[config.mk]
export PLATFORM = sky130hd
export DESIGN_NAME = tsv_link_rx
export DESIGN_NICKNAME = d
export VERILOG_FILES = /design/src/rtl/tsv_link_pkg.sv /design/src/rtl/tsv_rx_fifo.sv /design/src/rtl/tsv_link_rx.sv
export SDC_FILE = /design/constraint.sdc
export NUM_CORES = 1
export LEC_CHECK = 0
export CORE_ASPECT_RATIO = 0.5
export CORE_MARGIN = 2
export CORE_UTILIZATION = 30
export CTS_CLUSTER_SIZE = 40
export DETAILED_ROUTE_END_ITERATION = 16
export SETUP_SLACK_MARGIN = 0.3
export SLEW_MARGIN = 20
export SYNTH_ARGS = -nofsm -noshare
export SYNTH_HDL_FRONTEND = slang
export SYNTH_HIERARCHICAL = 1
export SYNTH_SLANG_ARGS = --single-unit
[constraint.sdc]
create_clock -name clk -period 6.7 [get_ports clk]
set_clock_uncertainty 0.1 [all_clocks]
set_input_delay 1.34 -clock clk [delete_from_list [all_inputs] [get_ports clk]]
set_output_delay 1.34 -clock clk [all_outputs]
set_load 0.005 [all_outputs]
[src/rtl/tsv_link_pkg.sv]
// Shared definitions for the TSV data link: payload width, link states,
// training pattern default and the parity helper used by the RX stage.
package tsv_link_pkg;

  localparam int TSV_DW = 8;
  localparam logic [7:0] TRAIN_PAT_DEFAULT = 8'hA5;

  typedef enum logic {
    TRAIN = 1'b0,
    RUN   = 1'b1
  } link_state_t;

  // Odd result means the word plus its parity bit broke even parity.
  function automatic logic par_bad(input logic [63:0] bits);
    return ^bits;
  endfunction

endpackage

[src/rtl/tsv_rx_fifo.sv]
// Small synchronous FIFO buffering received payload words; the head entry
// is presented combinationally from the storage array.
module tsv_rx_fifo #(
  parameter int DW    = 8,
  parameter int DEPTH = 4
) (
  input  logic                     clk,
  input  logic                     rst_n,
  input  logic                     push,
  input  logic                     pop,
  input  logic [DW-1:0]            wdata,
  output logic [DW-1:0]            rdata,
  output logic                     full,
  output logic                     empty,
  output logic [$clog2(DEPTH):0]   level
);

  localparam int AW = $clog2(DEPTH);
  localparam int LW = AW + 1;

  logic [DW-1:0] mem_r [DEPTH];
  logic [AW-1:0] wr_ptr_r;
  logic [AW-1:0] rd_ptr_r;
  logic [LW-1:0] level_r;
  logic          do_push_s;
  logic          do_pop_s;

  assign full      = (level_r == LW'(DEPTH));
  assign empty     = (level_r == LW'(0));
  assign level     = level_r;
  assign rdata     = mem_r[rd_ptr_r];
  // A pop frees the slot on the same edge, so a push into a full FIFO is fine then.
  assign do_push_s = push && (!full || pop);
  assign do_pop_s  = pop && !empty;

  // Storage, pointers and occupancy.
  always_ff @(posedge clk or negedge rst_n) begin
    if (!rst_n) begin
      for (int i = 0; i < DEPTH; i++) begin
        mem_r[i] <= '0;
      end
      wr_ptr_r <= '0;
      rd_ptr_r <= '0;
      level_r  <= '0;
    end else begin
      if (do_push_s) begin
        mem_r[wr_ptr_r] <= wdata;
        wr_ptr_r        <= wr_ptr_r + AW'(1);
      end
      if (do_pop_s) begin
        rd_ptr_r <= rd_ptr_r + AW'(1);
      end
      case ({do_push_s, do_pop_s})
        2'b10:   level_r <= level_r + LW'(1);
        2'b01:   level_r <= level_r - LW'(1);
        default: level_r <= level_r;
      endcase
    end
  end

endmodule

[src/rtl/tsv_link_rx.sv]
// Far-die receive stage of the TSV link: capture, training FSM, payload FIFO.
// Parity checking and parity-driven retrain are enabled by TSV_RX_PARITY_EN.
module tsv_link_rx
  import tsv_link_pkg::*;
#(
  parameter int          DW        = TSV_DW,
  parameter int          DEPTH     = 4,
  parameter int          TRAIN_LEN = 4,
  parameter logic [63:0] TRAIN_PAT = 64'(TRAIN_PAT_DEFAULT),
  parameter int          MAX_ERR   = 3
) (
  input  logic                   clk,
  input  logic                   rst_n,
  input  logic [DW-1:0]          tsv_data,
  input  logic                   tsv_valid,
  input  logic                   tsv_par,
  output logic [DW-1:0]          m_data,
  output logic                   m_valid,
  input  logic                   m_ready,
  output logic                   link_up,
  output logic                   ovf_flag,
  output logic [7:0]             par_err_cnt,
  output logic [$clog2(DEPTH):0] fifo_level
);

  localparam int TW = $clog2(TRAIN_LEN + 1);
  localparam logic [DW-1:0] PAT = TRAIN_PAT[DW-1:0];

  logic [DW-1:0] c_data_r;
  logic          c_valid_r;
  logic          c_par_r;
  link_state_t   state_r;
  logic [TW-1:0] train_cnt_r;
  logic          link_up_r;
  logic          ovf_r;
  logic          push_s;
  logic          pop_s;
  logic          bad_s;
  logic          full_s;
  logic          empty_s;

  // Capture stage: every decision below works on these registered copies.
  always_ff @(posedge clk or negedge rst_n) begin
    if (!rst_n) begin
      c_data_r  <= '0;
      c_valid_r <= 1'b0;
      c_par_r   <= 1'b0;
    end else begin
      c_data_r  <= tsv_data;
      c_valid_r <= tsv_valid;
      c_par_r   <= tsv_par;
    end
  end

`ifdef TSV_RX_PARITY_EN
  localparam int EW = $clog2(MAX_ERR + 1);
  logic [EW-1:0] err_cnt_r;
  logic [7:0]    par_cnt_r;
  assign bad_s       = par_bad(64'({c_data_r, c_par_r}));
  assign par_err_cnt = par_cnt_r;
`else
  logic unused_par_s;
  assign unused_par_s = c_par_r;
  assign bad_s        = 1'b0;
  assign par_err_cnt  = 8'h00;
`endif

  // Payload push decision; bad-parity words never reach the FIFO.
  always_comb begin
    push_s = 1'b0;
    if (state_r == RUN && c_valid_r && !bad_s) begin
      push_s = 1'b1;
    end else begin
      push_s = 1'b0;
    end
  end

  assign pop_s = !empty_s && m_ready;

  // Link FSM with training count, overflow flag and parity bookkeeping.
  always_ff @(posedge clk or negedge rst_n) begin
    if (!rst_n) begin
      state_r     <= TRAIN;
      train_cnt_r <= '0;
      link_up_r   <= 1'b0;
      ovf_r       <= 1'b0;
`ifdef TSV_RX_PARITY_EN
      err_cnt_r   <= '0;
      par_cnt_r   <= 8'h00;
`endif
    end else begin
      if (push_s && full_s && !pop_s) begin
        ovf_r <= 1'b1;
      end
      case (state_r)
        TRAIN: begin
          if (c_valid_r && c_data_r == PAT) begin
            if (train_cnt_r == TW'(TRAIN_LEN - 1)) begin
              state_r     <= RUN;
              link_up_r   <= 1'b1;
              train_cnt_r <= '0;
            end else begin
              train_cnt_r <= train_cnt_r + TW'(1);
            end
          end else if (c_valid_r) begin
            train_cnt_r <= '0;
          end
        end
        RUN: begin
`ifdef TSV_RX_PARITY_EN
          if (c_valid_r && bad_s) begin
            if (par_cnt_r != 8'hFF) par_cnt_r <= par_cnt_r + 8'd1;
            if (err_cnt_r == EW'(MAX_ERR - 1)) begin
              err_cnt_r   <= '0;
              state_r     <= TRAIN;
              link_up_r   <= 1'b0;
              train_cnt_r <= '0;
            end else begin
              err_cnt_r <= err_cnt_r + EW'(1);
            end
          end else if (c_valid_r) begin
            err_cnt_r <= '0;
          end
`endif
        end
        default: begin
          state_r   <= TRAIN;
          link_up_r <= 1'b0;
        end
      endcase
    end
  end

  tsv_rx_fifo #(
    .DW    (DW),
    .DEPTH (DEPTH)
  ) u_fifo (
    .clk   (clk),
    .rst_n (rst_n),
    .push  (push_s),
    .pop   (pop_s),
    .wdata (c_data_r),
    .rdata (m_data),
    .full  (full_s),
    .empty (empty_s),
    .level (fifo_level)
  );

  assign m_valid  = !empty_s;
  assign link_up  = link_up_r;
  assign ovf_flag = ovf_r;

endmodule

==> run metrics <==
Die Y-Extent roughly 67 um; first-pass GRT wire length a little under 7000 um; # port buffers 25; IO Pins 35; Slew @ Worst Pin about 0.67 ns; Synth Warn # 6; Max IR drop VDD about 130 uV; gate count of the mapped netlist approximately 160; max_cap viols 0; GRT Residual Overflow 0; sequential-to-total area share from yosys stat 0.560; number of global-route vias before repair ~1,400; CTS buffer count 5; Die W 131 um; Hold WS between 0.3 and 0.4 ns; setup TNS 0 ns; area grow syn2layout 20.6%; clk_lat worst skew around 0.28 ns; largest net degree at the start of global routing 55; setup violators final 0; Pwr Density approximately 270 mW/mm^2; Core ar. 0.00791 sq mm; vias per inst ~4.4; Crit. End Element output port; P_leak between 0.001 and 0.0015 uW; Post-synth top cells 54 x dfrtp_1, 31 x mux2_2, 8 x buf_4, 8 x mux4_2; slowest cell on the critical path dfrtp_1; Setup Buffers After CTS 0; Post-Syn Area per Cell approximately 15 sq um; max_slew headroom 0.554; RSZ-0062 raised after global routing no; Yosys cell types 34; critical path arrival between 2 and 2.5 ns; slowest stage delay, CP 0.75 ns; # nets final 209; min-delay src ovf_flag; CTS resizes 0; Diodes inserted 0; Post-DRT Antenna Nets 0; WP data required roughly 5.3 ns; total number of vias 1,316; Synth Cell Area 0.00241 sq mm; Filler Cells Inserted about 750; Wirelength per Cell ~14 um; DRC 0; CTS tree yes; worst-path cell chain mux4_2 -> clkdlybuf4s50_1; Reg clk slew, reported paths approximately 0.06 ns; clk sink count 54; outcome completed; Final Cycle Share 0.527; DRT Pass-1 Iters 4; largest area contributor in the netlist dfrtp_1; fin util 0.368; Post-synth EDFFs 0; async set-reset flop share out of synthesis 1.00; Worst Setup Start Kind flip-flop; row count 23; Synth top area share 0.560; Post-synth top flop dfrtp_1; crit path launch u_fifo/rd_ptr_r[0]; Tot GR Track Use 0.102; GP Congestion approximately 0.74; min Tclk post-route about 3.5 ns; Post-DP HPWL 2920 um; root buffer cell clkbuf_16; hold_buf cts 0; Critical R2R Launch u_fifo/level[0]; H-tree Lvls 2; initial antenna violation count 0; Slew Limit Fails 0; routed wire length 4150 um; Max Buffers Root-to-Sink 2; critical path class flip-flop to output port; FMAX 283 MHz; Hold Crit Class flip-flop to flip-flop; Iter 0 DRT Violations 48; top cells by area, synth dfrtp_1 56%, mux2_2 14%, mux4_2 7.5%; starting density of the core 0.305; #FFs+latches synth 54; layout cells sized above 1 0.321; cell with the most instances after synthesis dfrtp_1; top fanout value on the critical path 10; die area between 0.008 and 0.009 sq mm; final hold viol count 0
-- power by group --
group / internal (uW) / switching (uW)
registers: 345 / 54.6
clock network: 148 / 104
logic: 79.0 / 50.2
-- sequential cells by signal (all words and copies together), names as in the netlist --
name and cells:
state_r 1, u_fifo/rd_ptr_r 2, link_up 1, c_valid_r 1
ovf_flag 1, train_cnt_r 3, u_fifo/level 3, u_fifo/wr_ptr_r 2
u_fifo/mem_r 32, c_data_r 8
-- through the flow --
step / setup WS [ns] / area (sq um) / cells / power (uW)
final: 3.17 / 2910 / 302 / 782
after floorplan: 3.49 / 2440 / 166 / 480
after CTS: 3.12 / 2910 / 302 / 793
after global routing: 3.03 / 2910 / 302 / 824
after global placement: 2.98 / 2760 / 294 / 530
after detailed placement: 2.96 / 2760 / 294 / 538
-- final timing paths --
| check | endpoint | slack (ns) | depth (start not counted) |
|---|---|---|---|
| min in group asynchronous | u_fifo/mem_r[1] | 1.07 | 2 |
| max reg2reg | u_fifo/level[2] | 4.00 | 10 |
| min | ovf_flag | 0.38 | 1 |
| max | m_data[3] | 3.17 | 2 |
| min reg2reg | ovf_flag | 0.38 | 1 |
| max in group asynchronous | u_fifo/mem_r[30] | 4.98 | 2 |
-- critical path, delay by kind of cell, from the launching register on --
family                 cells  cell delay, ns
buffers and inverters      1            0.46
DFF                        1            0.75
muxes                      1            0.60
-- cell families (layout without fill, tap and decap cells) --
group | after synthesis | in the layout | share of synthesized area
flip-flops | 54 | 54 | 0.560
multiplexers | 42 | 42 | 0.233
AND/OR/NAND/NOR | 25 | 25 | 0.0772
buffers and inverters | 17 | 41 | 0.0394
adder cells (fa/ha/maj) | 7 | 7 | 0.0394
AO/OA/AOI/OAI | 7 | 7 | 0.0280
XOR/XNOR | 6 | 6 | 0.0218
other | 1 | 8 | 0.00155
-- layout make-up --
type,count,area [sq um],share of cell area
repair buffers,26,253,0.0868
flip-flops and latches,54,1350,0.464
clock buffers,7,143,0.0490
clock inverters,1,5.00,0.00172
multi-input cells,95,993,0.341
inverters,7,26.3,0.00902
well taps,112,140,0.0481
-- layer usage --
metal / up-vias / GRT usage / wire (um)
met3: 4 / 0.0190 / 105
met1: 683 / 0.135 / 1960
met2: 21 / 0.173 / 2040
li1: 608 / - / -
met4: 0 / 0.0359 / 46
met5: - / 0 / 0
-- placed cells by master, fill, tap and decap left out, types with 2 or more instances in the layout --
cell,count
a32o_2,2
clkbuf_16,5
clkdlybuf4s50_1,24
conb_1,8
dfrtp_1,54
ha_1,6
inv_1,7
mux2_1,2
mux2_2,31
mux4_2,8
nand2_1,7
nor2_2,4
nor2b_1,3
xnor2_1,3
xor2_1,3
Power figures use the tool's default switching activity.
